[config.mk]
export PLATFORM = sky130hd
export DESIGN_NAME = waveform_sequencer_flat
export DESIGN_NICKNAME = d
export VERILOG_FILES = /design/src/rtl/waveform_sequencer_if.sv /design/src/rtl/waveform_sequencer.sv /design/src/flat_wrapper.sv
export SDC_FILE = /design/constraint.sdc
export NUM_CORES = 1
export LEC_CHECK = 0
export CORE_ASPECT_RATIO = 0.5
export CORE_UTILIZATION = 62
export CTS_BUF_LIST = sky130_fd_sc_hd__clkbuf_2
export DETAILED_ROUTE_END_ITERATION = 10
export PLACE_DENSITY = 0.91
export SYNTH_ARGS = -nofsm -noshare
export SYNTH_HDL_FRONTEND = slang
export SYNTH_SLANG_ARGS = --single-unit
[constraint.sdc]
create_clock -name clk -period 2.7 [get_ports clk]
set_input_delay 0.81 -clock clk [delete_from_list [all_inputs] [get_ports clk]]
set_output_delay 0.81 -clock clk [all_outputs]
set_load 0.03 [all_outputs]
[src/rtl/waveform_sequencer_if.sv]
// rtl/waveform_sequencer_if.sv - control/status bundle between playlist sequencer and its host/generator
interface waveform_sequencer_if #(
    parameter int DEPTH   = 8,
    parameter int DWELL_W = 8,
    parameter int DIV_W   = 8
);
    localparam int IW = $clog2(DEPTH);

    logic               cfg_we;
    logic [IW-1:0]      cfg_addr;
    logic [2:0]         cfg_sel;
    logic [DWELL_W-1:0] cfg_dwell;
    logic               cfg_last;
    logic [DIV_W-1:0]   divisor;
    logic               loop_en;
    logic               start;
    logic               stop;
    logic               period_done;
    logic [2:0]         sel;
    logic               tick;
    logic               busy;
    logic               done;
    logic [IW-1:0]      idx;

    modport master (
        output cfg_we, cfg_addr, cfg_sel, cfg_dwell, cfg_last,
        output divisor, loop_en, start, stop, period_done,
        input  sel, tick, busy, done, idx
    );

    modport slave (
        input  cfg_we, cfg_addr, cfg_sel, cfg_dwell, cfg_last,
        input  divisor, loop_en, start, stop, period_done,
        output sel, tick, busy, done, idx
    );
endinterface

[src/rtl/waveform_sequencer.sv]
// rtl/waveform_sequencer.sv - playlist controller stepping (sel, dwell) entries for the waveform generator
module waveform_sequencer #(
    parameter int DEPTH   = 8,
    parameter int DWELL_W = 8,
    parameter int DIV_W   = 8
) (
    input  logic                 clk,
    input  logic                 rst,
    waveform_sequencer_if.slave  bus
);
    localparam int IW = $clog2(DEPTH);

    typedef enum logic [1:0] {
        S_IDLE = 2'd0,
        S_LOAD = 2'd1,
        S_RUN  = 2'd2,
        S_DONE = 2'd3
    } state_t;

    state_t             state;
    logic [2:0]         tbl_sel   [DEPTH];
    logic [DWELL_W-1:0] tbl_dwell [DEPTH];
    logic               tbl_last  [DEPTH];

    logic [2:0]         sel_q;
    logic               tick_q;
    logic               busy_q;
    logic               done_q;
    logic [IW-1:0]      idx_q;
    logic [DIV_W-1:0]   presc;
    logic [DIV_W-1:0]   presc_nxt;
    logic [DWELL_W-1:0] remaining;
    logic [DIV_W-1:0]   div_q;
    logic               loop_q;
    logic               end_of_list;

    assign bus.sel  = sel_q;
    assign bus.tick = tick_q;
    assign bus.busy = busy_q;
    assign bus.done = done_q;
    assign bus.idx  = idx_q;

    // Prescaler wraps at the latched divisor; tick is registered one step ahead so it lines up with presc==divisor.
    always_comb begin
        presc_nxt   = (presc == div_q) ? '0 : presc + 1'b1;
        end_of_list = tbl_last[idx_q] || (idx_q == IW'(DEPTH - 1));
    end

    // Playlist table: writable only while playback is not active.
    always_ff @(posedge clk or negedge rst) begin
        if (!rst) begin
            for (int i = 0; i < DEPTH; i++) begin
                tbl_sel[i]   <= '0;
                tbl_dwell[i] <= '0;
                tbl_last[i]  <= 1'b0;
            end
        end else if (bus.cfg_we && !busy_q) begin
            tbl_sel[bus.cfg_addr]   <= bus.cfg_sel;
            tbl_dwell[bus.cfg_addr] <= bus.cfg_dwell;
            tbl_last[bus.cfg_addr]  <= bus.cfg_last;
        end
    end

    // Sequencer FSM: stop beats start, start beats everything else, then per-state behaviour.
    always_ff @(posedge clk or negedge rst) begin
        if (!rst) begin
            state     <= S_IDLE;
            sel_q     <= '0;
            tick_q    <= 1'b0;
            busy_q    <= 1'b0;
            done_q    <= 1'b0;
            idx_q     <= '0;
            presc     <= '0;
            remaining <= '0;
            div_q     <= '0;
            loop_q    <= 1'b0;
        end else if (bus.stop) begin
            state  <= S_IDLE;
            busy_q <= 1'b0;
            done_q <= 1'b0;
            tick_q <= 1'b0;
        end else if (bus.start) begin
            div_q  <= bus.divisor;
            loop_q <= bus.loop_en;
            idx_q  <= '0;
            state  <= S_LOAD;
            busy_q <= 1'b1;
            done_q <= 1'b0;
            tick_q <= 1'b0;
        end else begin
            case (state)
                S_LOAD: begin
                    sel_q     <= tbl_sel[idx_q];
                    remaining <= (tbl_dwell[idx_q] == '0) ? DWELL_W'(1) : tbl_dwell[idx_q];
                    presc     <= '0;
                    tick_q    <= (div_q == '0);
                    state     <= S_RUN;
                end
                S_RUN: begin
                    presc  <= presc_nxt;
                    tick_q <= (presc_nxt == div_q);
                    if (bus.period_done) begin
                        if (remaining > DWELL_W'(1)) begin
                            remaining <= remaining - 1'b1;
                        end else begin
                            tick_q <= 1'b0;
                            if (!end_of_list) begin
                                idx_q <= idx_q + 1'b1;
                                state <= S_LOAD;
                            end else if (loop_q) begin
                                idx_q <= '0;
                                state <= S_LOAD;
                            end else begin
                                state  <= S_DONE;
                                busy_q <= 1'b0;
                                done_q <= 1'b1;
                            end
                        end
                    end
                end
                default: begin
                end
            endcase
        end
    end
endmodule

[src/flat_wrapper.sv]
// flat-port wrapper written by rule: the top's interface ports become plain ports
module waveform_sequencer_flat 
#(
    parameter int DEPTH   = 8,
    parameter int DWELL_W = 8,
    parameter int DIV_W   = 8
)
  (clk, rst, bus_cfg_we, bus_cfg_addr, bus_cfg_sel, bus_cfg_dwell, bus_cfg_last, bus_divisor, bus_loop_en, bus_start, bus_stop, bus_period_done, bus_sel, bus_tick, bus_busy, bus_done, bus_idx);
  waveform_sequencer_if #(.DEPTH(DEPTH), .DWELL_W(DWELL_W), .DIV_W(DIV_W)) bus_i ();
  input  logic clk;
  input  logic rst;
  input wire logic [$bits(bus_i.cfg_we)-1:0] bus_cfg_we;
  input wire logic [$bits(bus_i.cfg_addr)-1:0] bus_cfg_addr;
  input wire logic [$bits(bus_i.cfg_sel)-1:0] bus_cfg_sel;
  input wire logic [$bits(bus_i.cfg_dwell)-1:0] bus_cfg_dwell;
  input wire logic [$bits(bus_i.cfg_last)-1:0] bus_cfg_last;
  input wire logic [$bits(bus_i.divisor)-1:0] bus_divisor;
  input wire logic [$bits(bus_i.loop_en)-1:0] bus_loop_en;
  input wire logic [$bits(bus_i.start)-1:0] bus_start;
  input wire logic [$bits(bus_i.stop)-1:0] bus_stop;
  input wire logic [$bits(bus_i.period_done)-1:0] bus_period_done;
  output wire logic [$bits(bus_i.sel)-1:0] bus_sel;
  output wire logic [$bits(bus_i.tick)-1:0] bus_tick;
  output wire logic [$bits(bus_i.busy)-1:0] bus_busy;
  output wire logic [$bits(bus_i.done)-1:0] bus_done;
  output wire logic [$bits(bus_i.idx)-1:0] bus_idx;
  assign bus_i.cfg_we = bus_cfg_we;
  assign bus_i.cfg_addr = bus_cfg_addr;
  assign bus_i.cfg_sel = bus_cfg_sel;
  assign bus_i.cfg_dwell = bus_cfg_dwell;
  assign bus_i.cfg_last = bus_cfg_last;
  assign bus_i.divisor = bus_divisor;
  assign bus_i.loop_en = bus_loop_en;
  assign bus_i.start = bus_start;
  assign bus_i.stop = bus_stop;
  assign bus_i.period_done = bus_period_done;
  assign bus_sel = bus_i.sel;
  assign bus_tick = bus_i.tick;
  assign bus_busy = bus_i.busy;
  assign bus_done = bus_i.done;
  assign bus_idx = bus_i.idx;
  waveform_sequencer #(.DEPTH(DEPTH), .DWELL_W(DWELL_W), .DIV_W(DIV_W)) u_core (.clk(clk), .rst(rst), .bus(bus_i));
endmodule
; ---- Word-level counts from Yosys, hierarchy flattened
; Cells that the tools add are included.
[totals]
reg_bits = 132
latch_bits = 0
mem_bits_rw = 0
romBits = 0
in_bits = 30
output_inout_bits = 9
mem_count = 0
[op_classes]
addsub = 3
n_mul = 0
n_div = 0
n_lt_le_gt_ge = 4
eq_ne = 13
shifts = 0
n_mux = 56
bitwise_logic = 4
reduce_logical = 20
[ops]
columns = op, count
row1 = bitwise mux 64 bit, 1
row2 = 2-to-1 mux 8 bit, 7
row3 = case mux 8 bit (2 select lines), 2
row4 = 2-to-1 mux 3 bit, 9
row5 = binary-select mux 8 bit (select 3 bit), 1
row6 = bitwise mux 24 bit, 1
row7 = demux 8 bit (select 3 bit), 1
row8 = 2-to-1 mux 1 bit, 21
row9 = == test 8 bit, 2
row10 = logical NOT 8 bit, 2
row11 = AND reduction 5 bit, 3
row12 = 2-to-1 mux 2 bit, 6
row13 = binary-select mux 3 bit (select 3 bit), 1
row14 = demux 3 bit (select 3 bit), 1
row15 = AND reduction 3 bit, 3
row16 = nonzero test 3 bit, 3
row17 = "adder 8 x 1 -> 8 bit, second input constant", 1
row18 = bitwise mux 8 bit, 1
row19 = ">= comparator 4 bit, second input constant", 2
row20 = "> comparator 8 x 1 -> 1 bit, second input constant", 1
row21 = "inequality test 4 bit, second input constant", 2
row22 = inverter 3 -> 4 bit, 2
row23 = "subtractor 8 x 1 -> 8 bit, second input constant", 1
row24 = "inequality test 3 bit, second input constant", 2
row25 = 19 further kinds, 24

; ---- Depth between registers and ports, before layout
; Gate-level depths: netlist (run 1).
[logic_depth]
word_depth = 11
depth_mapped = 8
mapped_depth_nobuf = 8

; ---- Worst setup path after synthesis (run 1)
; No wires, ideal clock.
[synth_path]
kind = register to register
start = reg u_core.idx_q[1], in the netlist u_core.bus.idx[1]
end = reg u_core.idx_q[0], in the netlist u_core.bus.idx[0]
setup_time_ps = 125
arrival_ps = 2132
required_time_ps = 2575
setup_slack_ps = 444
path_stages_with_launch = 8
path_buffers = 2
path_cell_list = dfrtp_1 -> buf_2 -> buf_2 -> mux4_2 -> mux2i_1 -> a21oi_1 -> o31a_1 -> mux2_2
[synth_via]
elab_chain_cells = 10
elab_cells_between_ends = 13
[synth_lines]
columns = item, line
row1 = "start, declared", waveform_sequencer.sv:29  ; logic [IW-1:0] idx_q;
row2 = "start signal, assigned", waveform_sequencer.sv:108  ; idx_q <= idx_q + 1'b1;
row3 = inverter 3 -> 4 bit (implied by the code), waveform_sequencer.sv:46  ; end_of_list = tbl_last[idx_q] || (idx_q == IW'(DEPTH - 1));
row4 = binary-select mux 1 bit (select 3 bit), waveform_sequencer.sv:46
row5 = 2-to-1 mux 1 bit (implied by the code) (2 in a row), waveform_sequencer.sv:46
row6 = logical OR 1 bit (*), waveform_sequencer.sv:46
row7 = 2-to-1 mux 3 bit, waveform_sequencer.sv:107  ; if (!end_of_list) begin
row8 = 2-to-1 mux 3 bit, waveform_sequencer.sv:103  ; if (remaining > DWELL_W'(1)) begin
row9 = 2-to-1 mux 3 bit, waveform_sequencer.sv:102  ; if (bus.period_done) begin
row10 = 2-to-1 mux 3 bit, waveform_sequencer.sv:91  ; case (state)
row11 = 2-to-1 mux 3 bit, waveform_sequencer.sv:82  ; end else if (bus.start) begin
; Mark *: on every way between the ends. The rest lies on a longest branch, timed or not. The select of a mux whose other input is x is not followed.
; A chain may end at the register's enable or synchronous reset.

; ---- Worst setup path after layout (run 1)
[layout_path]
start = reg u_core.sel_q[2], in the netlist u_core.bus.sel[2]
end = out bus_sel[2]
[layout_lines]
columns = item, line
row1 = "start, declared", waveform_sequencer.sv:25  ; logic [2:0] sel_q;
row2 = "start signal, assigned", waveform_sequencer.sv:93  ; sel_q <= tbl_sel[idx_q];
row3 = "end, declared", flat_wrapper.sv:22  ; output wire logic [$bits(bus_i.sel)-1:0] bus_sel;
; No word-level cell between the ends.

==> results.cfg, run 1 <==
[finish]
area_delta_synth_final_pct = 14.3
utilization_pct = 75.6
fin_nets = 585
layout_common_cells = dfrtp_1, mux2_2, clkdlybuf4s50_1
antenna_cells = 0
finalNonFillerCells = 694
final_common_cell = dfrtp_1
drive_gt1_share_pct = 35.2
postLayoutCellArea_um2 = 7400

[synth]
syn_nets = 531
syn-cell-area_um2 = 6470
ys_top_cells_by_area = dfrtp_1, mux2_2, mux4_2, o21ai_0, nand2_1
syn_area_per_cell_um2 = 13.1
syn_inst = 494
synth-edff-count = 0
ys_ff_latch = 132
synth_ff_type = dfrtp_1
yosysTopAreaCell = dfrtp_1
synth_top_area_share_pct = 51.0
netlist-cell-type-count = 51
seq_area_frac_synth_pct = 51.0
synth_async_sr_flop_share_pct = 100
yosysWarnings = 0

[floorplanning]
num_rows = 25
core_um2 = 9790
die_x_um = 147
die_h_um = 74.3
dieArea_um2 = 10900
initial_utilization_pct = 66.1
pin_count = 39

[setup_path]
reg2reg_from = u_core.bus.idx[0]
cp_top_family = buffers and inverters
critPathCaptureType = primary output
critPathLaunchType = flip-flop
cp.arrival_ns = 1.80
r2r-end = u_core.remaining[0]
crit_type = reg2out
path_cells = clkdlybuf4s50_1
crit_buf_inv = 1
reg2regPathDepth = 7
r2r_slack_ns = 0.43
cp_max_fo = 2
crit_slowest_cell = clkdlybuf4s50_1
cp.required_ns = 1.89
slowest_delay_ns = 0.68

[timing]
max_freq_mhz = 383
tightest_slew_ns = 0.669
post-route-period-util_pct = 96.8
slew_headroom_pct = 55.4
finalHoldViolCount = 0
finClkSkew_ns = 0.0243
whs_ns = 0.521
drv_slew = 0
setup_viol = 0
min_period_ns = 2.61
rsz0062_at_grt = no

[cts]
clk_path_buf_depth = 2
post_cts_buffers = 0
cts_htree_levels = 4
path_clk_slew_ns = 0.20
cts_tree = done
root_buffer = clkbuf_2
clock_latency_ns = 0.72
cts_made_buffers = 17
cts.sinks = 132

[global_route]
grt_antenna_before_repair = 0
grt_overflow = 0
grt_use_total_pct = 29.1
grt_max_degree = 61
grt_pass1_vias = 4508
grt_pass1_wl_um = 23400

[run_status]
status = finished clean

[power]
p_leak_nw = 3.07
power_w = 0.00512
ir_drop_mv = 0.313
cellPowerDensity_nw_per_um2 = 693

[route]
viasPerCell = 6.33
antenna_left = 0
dr_total_vias = 4392
first_iter_violations = 289
drc_errors = 0
drtPass1Iterations = 5
wl_per_cell_um = 20.6
wl_um = 14300

[run]
drv_cap = 0

[worst_hold_path]
hold_end = u_core.tbl_dwell[45]
hp-class = reg2reg
hp-start = u_core.tbl_dwell[45]
hold_depth = 1

[place]
routabilityCongestion = 0.871
dp.cells = 663
place_hpwl_um = 9440
placed_area_um2 = 7130
port_buffers = 38
-- cells in the mapped netlist (3+ instances only) --
library cell and count:
buf_1 5, xor2_1 3, mux2_2 112, nor3_1 6
nand4_1 5, inv_1 15, ha_1 7, nor4_1 6
nand2b_1 3, clkbuf_1 11, dfrtp_1 132, xnor2_1 11
a22o_1 3, nand3b_1 3, o31a_1 3, o22ai_1 3
nand2_1 26, o21ai_0 26, a21oi_1 14, o22a_1 4
mux4_2 24, nand3_1 5, mux2i_1 5, or3_1 5
nor2_1 16, buf_2 6, nor3b_1 5
-- power breakdown --
| group | internal (W) | switching, W |
|---|---|---|
| clock | 0.000582 | 0.000735 |
| sequential | 0.00241 | 0.000299 |
| combinational | 0.000626 | 0.000471 |
| total | 0.00362 | 0.00150 |
-- area by class of cell --
| cell class | instances | area, µm² |
|---|---|---|
| inverter | 15 | 56.3 |
| clock buffer | 17 | 85.1 |
| multi-input combinational | 322 | 3000 |
| fill | 576 | 2390 |
| clock inverter | 13 | 166 |
| sequential | 132 | 3300 |
| tap | 135 | 169 |
| timing repair buffer | 60 | 617 |
-- metrics by stage --
stage          TNS (ns)  setup slack, ns
3_5_place_dp     -0.128           -0.128
4_1_cts               0          0.00991
6_report              0           0.0857
2_1_floorplan         0            0.444
3_3_place_gp   -0.00556         -0.00556
5_1_grt               0           0.0197
-- worst max-delay path by stage --
stage / start / endpoint / slack (ns) / cells past startpoint
after floorplan: u_core.bus.idx[1] / u_core.bus.idx[0] / 0.44 / 7
after global placement: bus_period_done / u_core.remaining[0] / -0.006 / 7
after detailed placement: bus_period_done / u_core.remaining[0] / -0.13 / 7
after CTS: u_core.bus.busy / bus_busy / 0.01 / 1
after global routing: u_core.bus.sel[2] / bus_sel[2] / 0.02 / 1
final: u_core.bus.sel[2] / bus_sel[2] / 0.09 / 1
-- sequential cells by signal (all words and copies together) (netlist names) --
register          flops
u_core.tbl_last       8
u_core.presc          8
u_core.tbl_sel       24
u_core.bus.tick       1
u_core.state          2
u_core.loop_q         1
u_core.bus.idx        3
u_core.bus.done       1
u_core.tbl_dwell     64
u_core.remaining      8
u_core.div_q          8
u_core.bus.busy       1
u_core.bus.sel        3
-- per-layer routing --
layer / part of all wire (%) / vias to the layer above / track usage [%]
li1: - / 1942 / -
met1: 43 / 2264 / 37.6
met2: 49 / 156 / 49.7
met3: 5.3 / 30 / 5.83
met4: 1.8 / 0 / 12.3
met5: 0 / - / 0
-- cell families after synthesis --
family / share of synthesized area [%]
muxes: 28.6
adders and majority gates: 1.35
and+or+nand+nor: 7.34
AOI/OAI and AO/OA: 6.92
xor gates and xnor gates: 1.89
DFF: 51.0
buffers and inverters: 2.86
-- repair_timing --
action / CTS / global route
hold endpoints to repair: 7 / 0
setup endpoints to repair: 1 / 2
hold buffers: 1 / 0
pin swaps: 0 / 0
resized for setup: 2 / 2
Note: power is estimated with default switching activity, not from simulation.
==> inputs of run 2 (changes only) <==
Settings changed: CORE_UTILIZATION 62 to 64, CTS_BUF_LIST sky130_fd_sc_hd__clkbuf_2 to sky130_fd_sc_hd__clkbuf_16, PLACE_DENSITY 0.91 to 0.93.
Clock period 2.7 ns to 3.3 ns, I/O delays scaled along.
==> run 2 against run 1 <==
Combinational power fell by 17%. Clock skew shrank 0.017 ns. Clock power increased by 42%. Sequential power is 17% lower. Register-to-register slack better by 0.46 ns. Largest power group unchanged. Critical path depth is 1 higher. Highest routed layer unchanged. First-iteration DRC count grew 25%. Die area fell by 3.1%. Cell count decreased by 0.29%. Utilization up 3.8 points. Non-clock buffer count shrank 4.
==> results.cfg, run 2 (synthesis gave the netlist of run 1 again) <==
[power]
p_int_w = 0.00365
power_w = 0.00505
p_leak_nw = 3.15
cellPowerDensity_nw_per_um2 = 660
power.share.sequential_pct = 44.8
ir_drop_mv = 0.364
power.share.clock_pct = 37.0
p_comb_share_pct = 18.2
p_sw_share_pct = 27.7
switchingPower_w = 0.00140

[floorplanning]
initial_utilization_pct = 67.2
die_h_um = 73.1
dieArea_um2 = 10500
pin_count = 39
core_um2 = 9630
num_rows = 25
die_x_um = 144

[route]
drc_errors = 0
wl_um = 15900
first_iter_violations = 360
wl_per_cell_um = 23.0
drtPass1Iterations = 5
viasPerCell = 6.57
dr_total_vias = 4546
antenna_left = 0

[cts]
cts_htree_levels = 4
post_cts_resized = 0
cts_hold_buffers = 0
clk_path_buf_depth = 2
path_clk_slew_ns = 0.06
clock_latency_ns = 0.42
cts_made_buffers = 17
root_buffer = clkbuf_16
cts_tree = done
cts.sinks = 132
post_cts_buffers = 0

[setup_path]
cp.required_ns = 2.31
cp.arrival_ns = 1.86
critPathCaptureType = primary output
startpoint = u_core.bus.idx[0]
cp_max_fo = 18
crit_type = reg2out
critPathLaunchType = flip-flop
reg2reg_from = u_core.bus.idx[0]

[finish]
largest_reg_flops = 64
drive_gt1_share_pct = 33.8
layout_common_cells = dfrtp_1, mux2_2, clkdlybuf4s50_1
area_delta_synth_final_pct = 18.1
reg_top3 = u_core.tbl_dwell x64, u_core.tbl_sel x24
final_common_cell = dfrtp_1
regMostFlops = u_core.tbl_dwell
fin_nets = 581
postLayoutCellArea_um2 = 7650
antenna_cells = 0

[timing]
finalWorstSetupSlack_ns = 0.449
setup_viol = 0
max_freq_mhz = 351
setup_tns_ns = 0
post-route-period-util_pct = 86.4
whs_ns = 0.501
min_period_ns = 2.85
drv_slew = 0
slew_headroom_pct = 52.2
rsz0062_at_grt = no
finalHoldViolCount = 0
finClkSkew_ns = 0.00765
tightest_slew_ns = 0.717

[place]
port_buffers = 38
place_hpwl_um = 9190
dp_slack_ns = 0.447
placed_area_um2 = 7070
routabilityCongestion = 0.858

[global_route]
grt_use_total_pct = 33.9
grt_pass1_wl_um = 25600
grt_pass1_vias = 4749
grt_max_degree = 55
grt_overflow = 0
grt_antenna_before_repair = 1

[run]
drv_cap = 0

[worst_hold_path]
hp-class = reg2reg
hp-start = u_core.tbl_dwell[9]

[run_status]
status = finished clean
run 2: layout make-up:
type,count,area [µm²]
inverter,15,56.3
clock buffer,17,425
sequential,132,3300
tap,135,169
multi-input combinational,322,3000
timing repair buffer,56,551
fill,504,1990
clock inverter,15,149
run 2: metrics by stage:
stage | instances | util, %
2_1_floorplan | 494 | -
3_3_place_gp | 660 | 73.4
3_5_place_dp | 660 | 73.4
4_1_cts | 692 | 79.4
5_1_grt | 692 | 79.4
6_report | 692 | 79.4
run 2: power by group through the flow:
stage               combinational, W  clock (W)  sequential [W]
detailed placement          0.000872          0         0.00224
finish                      0.000917    0.00187         0.00226
CTS                         0.000915    0.00188         0.00225
global route                0.000990    0.00195         0.00229
global placement            0.000820          0         0.00220
floorplan                   0.000613          0         0.00218
run 2: worst max-delay path, cell delays in order (launching register included):
cell             delay (ns)
dfrtp_1                0.35
buf_4                  0.34
clkdlybuf4s50_1        0.75
run 2: path summary, 6_finish.rpt:
path / to / slack [ns] / cells after the start
max: bus_idx[0] / 0.45 / 2
min: u_core.tbl_dwell[9] / 0.50 / 1
max reg2reg: u_core.bus.idx[0] / 0.89 / 6
min reg2reg: u_core.tbl_dwell[9] / 0.50 / 1
max in group asynchronous: u_core.tbl_dwell[11] / 2.01 / 2
min in group asynchronous: u_core.presc[3] / 0.62 / 1
run 2: per-layer routing:
| metal | GRT usage (%) | wire (µm) |
|---|---|---|
| met5 | 0 | 0 |
| met4 | 15.2 | 459 |
| met2 | 55.0 | 7830 |
| met1 | 41.6 | 6470 |
| met3 | 11.9 | 1170 |
